[src/rtl/addsub_pkg.sv]
// Shared types for the bit-serial add/sub slice.
// State encoding and mode constants.
package addsub_pkg;

  typedef enum logic [1:0] {
    ST_IDLE = 2'd0,
    ST_RUN  = 2'd1,
    ST_DONE = 2'd2
  } state_t;

  localparam logic MODE_ADD = 1'b0;
  localparam logic MODE_SUB = 1'b1;

endpackage

[src/rtl/full_add_sub_cell.sv]
// One-bit full adder / full subtractor slice.
// a, b, cin, m (0 add, 1 sub) -> s, cout (carry or borrow).
module full_add_sub_cell
  import addsub_pkg::*;
(
  input  logic a,
  input  logic b,
  input  logic cin,
  input  logic m,
  output logic s,
  output logic cout
);

  logic w_x;

  assign w_x = a ^ b;
  assign s   = w_x ^ cin;

  assign cout = (m == MODE_SUB)
              ? ((~a & b) | (cin & ~w_x))
              : (( a & b) | (cin &  w_x));

endmodule

[src/rtl/serial_add_sub.sv]
// Bit-serial WIDTH-bit adder/subtractor, LSB first, start/busy/done.
// Ports: clk, rst_n, start, m, a, b -> busy, done, result, cout
// (+ ovf when ADDSUB_OVF_EN is defined).
module serial_add_sub
  import addsub_pkg::*;
#(
  parameter int WIDTH = 8
) (
  input  logic             clk,
  input  logic             rst_n,
  input  logic             start,
  input  logic             m,
  input  logic [WIDTH-1:0] a,
  input  logic [WIDTH-1:0] b,
  output logic             busy,
  output logic             done,
  output logic [WIDTH-1:0] result,
  output logic             cout
`ifdef ADDSUB_OVF_EN
  ,
  output logic             ovf
`endif
);

  localparam int CW = (WIDTH > 1) ? $clog2(WIDTH) : 1;
  localparam logic [CW-1:0] LAST = CW'(WIDTH - 1);

  state_t           r_state;
  state_t           w_nxt;
  logic [WIDTH-1:0] r_a;
  logic [WIDTH-1:0] r_b;
  logic [WIDTH-1:0] r_acc;
  logic [WIDTH-1:0] w_acc_nxt;
  logic             r_m;
  logic             r_carry;
  logic [CW-1:0]    r_cnt;
  logic             w_s;
  logic             w_c;
  logic             w_accept;
  logic             w_last;

  assign w_accept = start &&
    (r_state == ST_IDLE || r_state == ST_DONE);
  assign w_last = (r_state == ST_RUN) &&
    (r_cnt == LAST);

  full_add_sub_cell u_cell (
    .a    (r_a[0]),
    .b    (r_b[0]),
    .cin  (r_carry),
    .m    (r_m),
    .s    (w_s),
    .cout (w_c)
  );

  // New sum bit enters at the MSB; after WIDTH
  // shifts the LSB has reached bit 0.
  generate
    if (WIDTH == 1) begin : g_w1
      assign w_acc_nxt = w_s;
    end else begin : g_wn
      assign w_acc_nxt = {w_s, r_acc[WIDTH-1:1]};
    end
  endgenerate

  always_ff @(posedge clk or negedge rst_n) begin
    if (!rst_n) r_state <= ST_IDLE;
    else        r_state <= w_nxt;
  end

  always_comb begin
    w_nxt = r_state;
    case (r_state)
      ST_IDLE: if (start) w_nxt = ST_RUN;
      ST_RUN:  if (r_cnt == LAST) w_nxt = ST_DONE;
      ST_DONE: w_nxt = start ? ST_RUN : ST_IDLE;
      default: w_nxt = ST_IDLE;
    endcase
  end

  always_comb begin
    busy = 1'b0;
    done = 1'b0;
    case (r_state)
      ST_RUN:  busy = 1'b1;
      ST_DONE: done = 1'b1;
      default: ;
    endcase
  end

  always_ff @(posedge clk or negedge rst_n) begin
    if (!rst_n) begin
      r_a     <= '0;
      r_b     <= '0;
      r_acc   <= '0;
      r_m     <= MODE_ADD;
      r_carry <= 1'b0;
      r_cnt   <= '0;
      result  <= '0;
      cout    <= 1'b0;
`ifdef ADDSUB_OVF_EN
      ovf     <= 1'b0;
`endif
    end else begin
      if (w_accept) begin
        r_a     <= a;
        r_b     <= b;
        r_m     <= m;
        r_carry <= 1'b0;
        r_cnt   <= '0;
        r_acc   <= '0;
      end else if (r_state == ST_RUN) begin
        r_a     <= r_a >> 1;
        r_b     <= r_b >> 1;
        r_carry <= w_c;
        r_cnt   <= r_cnt + CW'(1);
        r_acc   <= w_acc_nxt;
      end
      if (w_last) begin
        result <= w_acc_nxt;
        cout   <= w_c;
`ifdef ADDSUB_OVF_EN
        // r_carry is the carry/borrow into the MSB here.
        ovf    <= r_carry ^ w_c;
`endif
      end
    end
  end

endmodule

[config.mk]
export PLATFORM = sky130hd
export DESIGN_NAME = serial_add_sub
export DESIGN_NICKNAME = d
export VERILOG_FILES = /design/src/rtl/addsub_pkg.sv /design/src/rtl/full_add_sub_cell.sv /design/src/rtl/serial_add_sub.sv
export SDC_FILE = /design/constraint.sdc
export NUM_CORES = 1
export LEC_CHECK = 0
export ABC_AREA = 0
export BUFFER_PORTS_ARGS = -buffer_cell sky130_fd_sc_hd__buf_2
export CAP_MARGIN = 20
export CORE_MARGIN = 1.5
export CORE_UTILIZATION = 61
export CTS_BUF_LIST = sky130_fd_sc_hd__clkbuf_8
export DETAILED_ROUTE_END_ITERATION = 10
export PLACE_DENSITY = 0.95
export SKIP_LAST_GASP = 1
export SYNTH_ARGS = -nofsm -noshare
export SYNTH_HDL_FRONTEND = slang
export SYNTH_SLANG_ARGS = --single-unit
[constraint.sdc]
create_clock -name clk -period 3.6 [get_ports clk]
set_clock_uncertainty 0.2 [all_clocks]
set_input_delay 0.54 -clock clk [delete_from_list [all_inputs] [get_ports clk]]
set_output_delay 0.54 -clock clk [all_outputs]
set_load 0.01 [all_outputs]
==> metrics, run 1 <==
status completed; Die Ht 55.0 um; Slew Viols, Final 0; f_max 463 MHz; Max-Cap Viols 0; final setup fails 0; PortBufs 30; sequential power share 0.457; GRT Residual Overflow 0; post-layout util 0.741; Syn Area/Cell 13.6 um^2; P per Cell Area 875 nW/um^2; Post-CTS Repair Setup Buffers 0; I/O pins 31; Longest Clk Path Bufs 2; met3 WL 153 um; largest net degree at the start of global routing 40; Syn-to-layout area delta 13.4%; cell internal pwr 0.00108 W; Setup TNS 0 ns; DP Worst Slack 1.75 ns; die span in x 55.0 um; number of cell rows 18; Switch Pwr 0.000557 W; H-tree depth 2; wire length on met2 1.46 mm; final WL 2.76 mm; DR top layer met4; Reg2Reg Depth 5; number of remaining DRC errors 0; Via Count 1048; core box area 2520 um^2; syn_nets 145; worst vdd ir 0.000840 V; Hold WC Path Type in -> async; slew at the pin closest to its max-slew limit 0.825 ns; worst setup path class reg -> out; critical path arrival 1.42 ns; Worst Path Required 2.86 ns; synthesized area 1650 um^2; clock share of power 0.158; CTS buffer count 5; most common cell after layout, fill and taps aside dfrtp_1; Tot GR Track Use 0.222; average wire per standard cell 15.3 um; startpoint types flop; Worst Setup End Kind output pin; WL met1 1.12 mm; combinational fraction of design power 0.384; dpl hpwl 1.90 mm; cell leakage power 0.985 nW; gpl congestion 0.716; Yosys top cell by area dfrtp_1; slew margin rel. 0.450; Synth cell types 21; share of cells above drive strength 1 0.338; Switching Share 0.341; Via-to-Cell Ratio 5.79; nets 176; 1st-iter DRT viols 10; Period minus WS final 2.16 ns; clk_lat worst skew 0.29 ns; Tot Pwr 0.00163 W; unrepaired setup endpoints after global routing false; cells after synthesis 121; area share of the largest cell type after synthesis 0.593; sequential area share after synthesis 0.593; TritonCTS clock tree yes; root buf cell clkbuf_8; Hold Buf Count CTS 0; Seq cells post-synth 39; slack of the critical path 1.44 ns; first-pass GRT wire length 4.53 mm; period utilization 0.600; commonest non-fill, non-tap cells in the layout dfrtp_1, buf_2, a22o_1, mux2_2, mux2i_1; Antenna Cells 0; Ys Warns 0; initial core utilization 0.653; Clock Pin Slew Worst Setup and Hold Paths 0.07 ns; Fin. Hold Viols 0; vias in the first global route 1054; post-route ant nets 0; Crit Path Max Fanout 29; drt first pass iters 4; Post-CTS Resized 0; CTS sink count 39; initial antenna violation count 0; Synth area leaders dfrtp_1, a22o_1, mux2_2, mux2i_1, a21o_1; Die ar. 3020 um^2; smallest hold slack 0.151 ns
-- per-layer routing --
metal,track usage,vias up
met5,0,-
met4,0.0610,0
met3,0.0914,2
met2,0.401,27
met1,0.238,530
li1,-,489
-- through the flow --
step | instances | instance area, um^2
final | 181 | 1870
after global routing | 181 | 1870
after CTS | 181 | 1870
after detailed placement | 175 | 1800
after global placement | 175 | 1800
after floorplan | 121 | 1650
-- area by class of cell --
class / count / area [um^2]
Multi-Input combinational cell: 70 / 606
Sequential cell: 39 / 976
Tap cell: 30 / 37.5
Clock inverter: 1 / 3.75
Clock buffer: 5 / 68.8
Fill cell: 176 / 654
Timing Repair Buffer: 31 / 158
Inverter: 5 / 18.8
-- kinds of logic after synthesis --
kind of cell	Yosys count	synth area share
mux	20	0.130
buf+inv	12	0.0410
flops	39	0.593
simple gates	14	0.0486
fa+ha+maj	4	0.0395
compound gates	32	0.148
-- power by group through the flow --
stage	Clock (W)	Sequential, W	Combinational (W)
2_1_floorplan	0	0.000744	0.000503
3_3_place_gp	0	0.000738	0.000601
3_5_place_dp	0	0.000758	0.000636
4_1_cts	0.000263	0.000751	0.000639
5_1_grt	0.000276	0.000776	0.000706
6_report	0.000259	0.000748	0.000628
-- worst max-delay path, cell delays in order (launching register included) --
cell,delay [ns]
dfrtp_1,0.40
and2b_4,0.52
buf_2,0.21
-- flip-flops by register name, indices dropped and copies added (netlist names) --
name	cells
r_a	8
r_b	8
result	8
r_acc	7
r_cnt	3
r_state	2
cout	1
r_carry	1
r_m	1
-- cell usage after synthesis --
cell,number
nor2b_1,2
nand2_1,8
o21ai_0,2
inv_1,5
nor2_4,1
and2b_4,1
buf_6,2
a221o_1,1
fa_1,2
clkbuf_1,1
buf_2,3
nor3_1,1
a21o_1,6
mux2i_1,9
ha_1,2
dfrtp_1,39
buf_4,1
a22o_1,17
nand3b_2,1
mux2_2,11
o21ai_1,6
-- path summary, 6_finish.rpt --
| check | startpoint | endpoint | slack (ns) |
|---|---|---|---|
| max | r_state[1] | busy | 1.44 |
| min in group clk | a[1] | r_a[1] | 0.26 |
| min | rst_n | result[6] | 0.15 |
| max reg2reg | r_cnt[0] | cout | 1.85 |
| max in group asynchronous | rst_n | r_b[3] | 2.53 |
| min reg2reg | r_a[3] | r_a[3] | 0.28 |
No activity file was read; power rests on OpenSTA's default activity.
==> run 2, diff against run 1 <==
CORE_UTILIZATION = 56   (was 61)
PLACE_DENSITY = 0.9   (was 0.95)
clock period = 2 ns   (was 3.6 ns; I/O delays follow)
==> run 2 against run 1 <==
Against the previous run:
- critical path depth unchanged
- via count down 2.0%
- sequential cell count unchanged
- non-clock buffer count up 4
- critical path type unchanged
- largest cell class unchanged
- cell count up 3.9%
- clock power up 110%
==> metrics, run 2 (synthesis gave the netlist of run 1 again) <==
status completed; startpoint types flop; PortBufs 30; worst r2r src r_cnt[0]; Post-CTS Resized 0; Tot Pwr 0.00306 W; Worst Setup End Kind output pin; slew at the pin closest to its max-slew limit 0.485 ns; gpl congestion 0.746; initial antenna violation count 0; slew margin rel. 0.677; f_max 542 MHz; initial core utilization 0.592; vias in the first global route 1073; CP cell instances and2b_4, buf_2; critical path arrival 1.34 ns; Hold Crit Start a[6]; root buf cell clkbuf_8; Tot GR Track Use 0.195; Worst Hold Path Cells 3; Worst Path Required 1.50 ns; CP max stage cell and2b_4; number of remaining DRC errors 0; crit path launch r_state[1]; average wire per standard cell 14.5 um; core box area 2780 um^2; Crit Path Max Fanout 23; drt first pass iters 6; commonest non-fill, non-tap cells in the layout dfrtp_1, buf_2, a22o_1, mux2_2, mux2i_1; Max-Cap Viols 0; Via Count 1027; nets 180; Reg2Reg Depth 5; Clock Pin Slew Worst Setup and Hold Paths 0.07 ns; R2R Path End cout; Syn-to-layout area delta 17.9%; Slew Viols, Final 0; die span in x 57.2 um; Longest Clk Path Bufs 2; first-pass GRT wire length 4.79 mm; max incr delay on CP 0.47 ns; most common cell after layout, fill and taps aside dfrtp_1; Period minus WS final 1.84 ns; Regs by FF count r_a (8), r_b (8), result (8); worst setup path class reg -> out; post-route ant nets 0; Worst Path Buf+Inv 1; dpl hpwl 1.96 mm; Worst path depth 2; unrepaired setup endpoints after global routing false; GRT Residual Overflow 0; H-tree depth 2; share of cells above drive strength 1 0.357; clk_lat worst skew 0.28 ns; largest net degree at the start of global routing 24; P per Cell Area 1580 nW/um^2; Top delay family on crit path simple AND/OR/NAND/NOR gates; Die Ht 57.2 um; Fin. Hold Viols 0; period utilization 0.922; CTS sink count 39; R2R Setup Slk 0.29 ns; Die ar. 3270 um^2; post-layout util 0.698; I/O pins 31; 1st-iter DRT viols 25; Hold WC Path Type in -> reg; final setup fails 0; Antenna Cells 0; final WL 2.72 mm; TritonCTS clock tree yes; number of cell rows 19; cell leakage power 1.02 nW; Setup TNS 0 ns; Via-to-Cell Ratio 5.46; end point of the worst hold path r_a[6]; CTS buffer count 5; worst vdd ir 0.000983 V
-- run 2: changes by cell type in the layout (fill, tap and decap cells not counted), sizes merged --
cell / previous run / this run
clkbuf: 5 / 7
dlygate4sd3: 0 / 1
buf: 31 / 34
-- run 2: metal layers --
| metal | global-route usage | vias to the layer above | wire [um] |
|---|---|---|---|
| li1 | - | 499 | - |
| met1 | 0.238 | 494 | 1190 |
| met2 | 0.335 | 30 | 1360 |
| met3 | 0.0590 | 4 | 141 |
| met4 | 0.0598 | 0 | 30 |
| met5 | 0 | - | 0 |
-- run 2: worst max-delay path by stage --
stage,to
after global placement,result[0]
after global routing,busy
after detailed placement,cout
final,busy
after floorplan,result[0]
after CTS,busy
-- run 2: worst reg2reg max path: stages (launching register included) --
cell,delay (ns)
dfrtp_1,0.36
ha_1,0.15
ha_1,0.17
nand3b_2,0.22
inv_1,0.16
mux2_2,0.34
-- run 2: what timing repair did --
action,4_1_cts,5_1_grt
setup buffers,0,0
endpoints found under the hold margin,20,0
hold buffers,1,0
-- run 2: power by group --
group	total, W	internal, W	switching, W
combinational	0.00117	0.000612	0.000557
clock	0.000556	0.000309	0.000247
sequential	0.00134	0.00113	0.000209
-- run 2: final cells by class --
type                       instances  area, um^2
clock inverter                     1        3.75
fill                             221         840
inverter                           5        18.8
multi-input combinational         70         606
sequential                        39         976
clock buffer                       7        96.3
tap                               31        38.8
timing repair buffer              35         203
-- run 2: metrics by stage --
stage                     hold slack, ns  cells  setup slack, ns  cell area, um^2
after CTS                         0.0192    188            0.137             1940
after floorplan                   -0.196    121            0.411             1650
after detailed placement          0.0830    179            0.268             1830
final                             0.0212    188            0.157             1940
after global placement            0.0748    179            0.345             1830
after global routing              0.0245    188           0.0896             1940
==> run 3, diff against run 2 <==
BUFFER_PORTS_ARGS = default   (was -buffer_cell sky130_fd_sc_hd__buf_2)
CORE_UTILIZATION = 64   (was 56)
DONT_BUFFER_PORTS = 1   (was default)
RECOVER_POWER = 50   (was default)
==> run 3 against run 2 <==
Against the previous run:
- count of clock-buffer cells in the layout shrank 1
- setup slack improved by 0.092 ns
- core utilization rose by 7.8 points
- via count shrank 1.5%
- cell count shrank 11%
- worst hold slack got worse by 0.0012 ns
- non-clock buffer count shrank 19
- critical path type is now reg -> reg
- largest cell class unchanged
==> metrics, run 3 (synthesis gave the netlist of run 1 again) <==
status completed; dpl hpwl 1.85 mm; TritonCTS clock tree yes; Most common cell on crit path ha_1; Via-to-Cell Ratio 6.02; Period minus WS final 1.75 ns; commonest non-fill, non-tap cells in the layout dfrtp_1, a22o_1, dlygate4sd3_1, mux2_2, mux2i_1; initial core utilization 0.671; CP max stage cell dfrtp_1; core box area 2450 um^2; f_max 571 MHz; combinational fraction of design power 0.332; root buf cell clkbuf_8; Clock Pin Slew Worst Setup and Hold Paths 0.08 ns; most common cell after layout, fill and taps aside dfrtp_1; Switching Share 0.331; number of remaining DRC errors 0; Switch Pwr 0.00102 W; worst setup path class reg -> reg; Die Ht 53.7 um; Worst Path Required 1.98 ns; critical path arrival 1.73 ns; largest net degree at the start of global routing 40; Antenna Cells 0; period utilization 0.876; die span in x 53.7 um; drt first pass iters 4; smallest hold slack 0.0200 ns; max incr delay on CP 0.37 ns; clock share of power 0.216; Hold WC Path Type in -> reg; average wire per standard cell 17.1 um; share of cells above drive strength 1 0.188; slack of the critical path 0.249 ns; DP Worst Slack 0.260 ns; Setup TNS 0 ns; post-route ant nets 0; Crit Path Max Fanout 9; H-tree depth 2; final WL 2.87 mm; first-pass GRT wire length 4.56 mm; cell leakage power 0.942 nW; Syn-to-layout area delta 15.7%; post-layout util 0.776; unrepaired setup endpoints after global routing false; vias in the first global route 1046; number of cell rows 18; Via Count 1012; Tot GR Track Use 0.231; Max-Cap Viols 0; GRT Residual Overflow 0; slew margin rel. 0.372; final setup fails 0; CTS buffer count 5; nets 161; PortBufs 0; clk_lat worst skew 0.29 ns; cell internal pwr 0.00207 W; Slew Viols, Final 0; P per Cell Area 1620 nW/um^2; Post-CTS Repair Setup Buffers 0; I/O pins 31; Worst Setup End Kind flop; initial antenna violation count 0; Die ar. 2890 um^2; 1st-iter DRT viols 11; sequential power share 0.451; CTS sink count 39; slew at the pin closest to its max-slew limit 0.942 ns; startpoint types flop; Fin. Hold Viols 0; CP cell instances ha_1, ha_1, nand3b_2, inv_1, mux2_2; Longest Clk Path Bufs 2; worst vdd ir 0.00107 V; gpl congestion 0.754; Post-CTS Resized 0; Regs by FF count r_a (8), r_b (8), result (8)
[run 3: routing by layer]
layer,up-vias,track usage,share of wire
met4,0,0.128,0.012
met5,-,0,0
met2,29,0.378,0.52
met3,6,0.0694,0.046
li1,462,-,-
met1,515,0.271,0.42
[run 3: timing repair]
item	in CTS	in global routing
setup endpoints to repair	0	0
hold buffers	14	0
endpoints found under the hold margin	51	0
[run 3: stage by stage]
stage               power [W]  instance area [um^2]  cells
global placement      0.00232                  1650    146
detailed placement    0.00241                  1650    146
finish                0.00309                  1910    168
floorplan             0.00225                  1650    121
global route          0.00329                  1910    168
CTS                   0.00311                  1920    168
[run 3: final cells by class]
cell class	count	area, um^2
sequential	39	976
clock inverter	2	35.0
multi-input combinational	70	606
fill	158	549
clock buffer	6	82.6
timing repair buffer	16	150
tap	30	37.5
inverter	5	18.8
[run 3: power groups by stage]
stage / clock (W) / combinational (W) / sequential [W]
3_3_place_gp: 0 / 0.000932 / 0.00138
6_report: 0.000669 / 0.00103 / 0.00140
4_1_cts: 0.000675 / 0.00104 / 0.00140
2_1_floorplan: 0 / 0.000906 / 0.00134
3_5_place_dp: 0 / 0.00100 / 0.00141
5_1_grt: 0.000709 / 0.00114 / 0.00144
[run 3: path summary, 6_finish.rpt]
| path | startpoint | to | slack (ns) | cells after the start |
|---|---|---|---|---|
| worst max-delay path | r_cnt[1] | cout | 0.25 | 5 |
| worst min-delay path | a[3] | r_a[3] | 0.02 | 2 |
| worst max register to register | r_cnt[1] | cout | 0.25 | 5 |
| worst min register to register | r_b[3] | r_b[3] | 0.29 | 1 |
| max in group asynchronous | rst_n | r_acc[3] | 0.52 | 2 |
| min in group asynchronous | rst_n | r_acc[7] | 0.50 | 2 |
[run 3: worst max-delay path, delay by kind of cell (launching register included)]
kind / cells / cell delay (ns)
DFF: 1 / 0.37
adders and majority gates: 2 / 0.35
muxes: 1 / 0.34
and+or+nand+nor: 1 / 0.23
buffers and inverters: 1 / 0.16
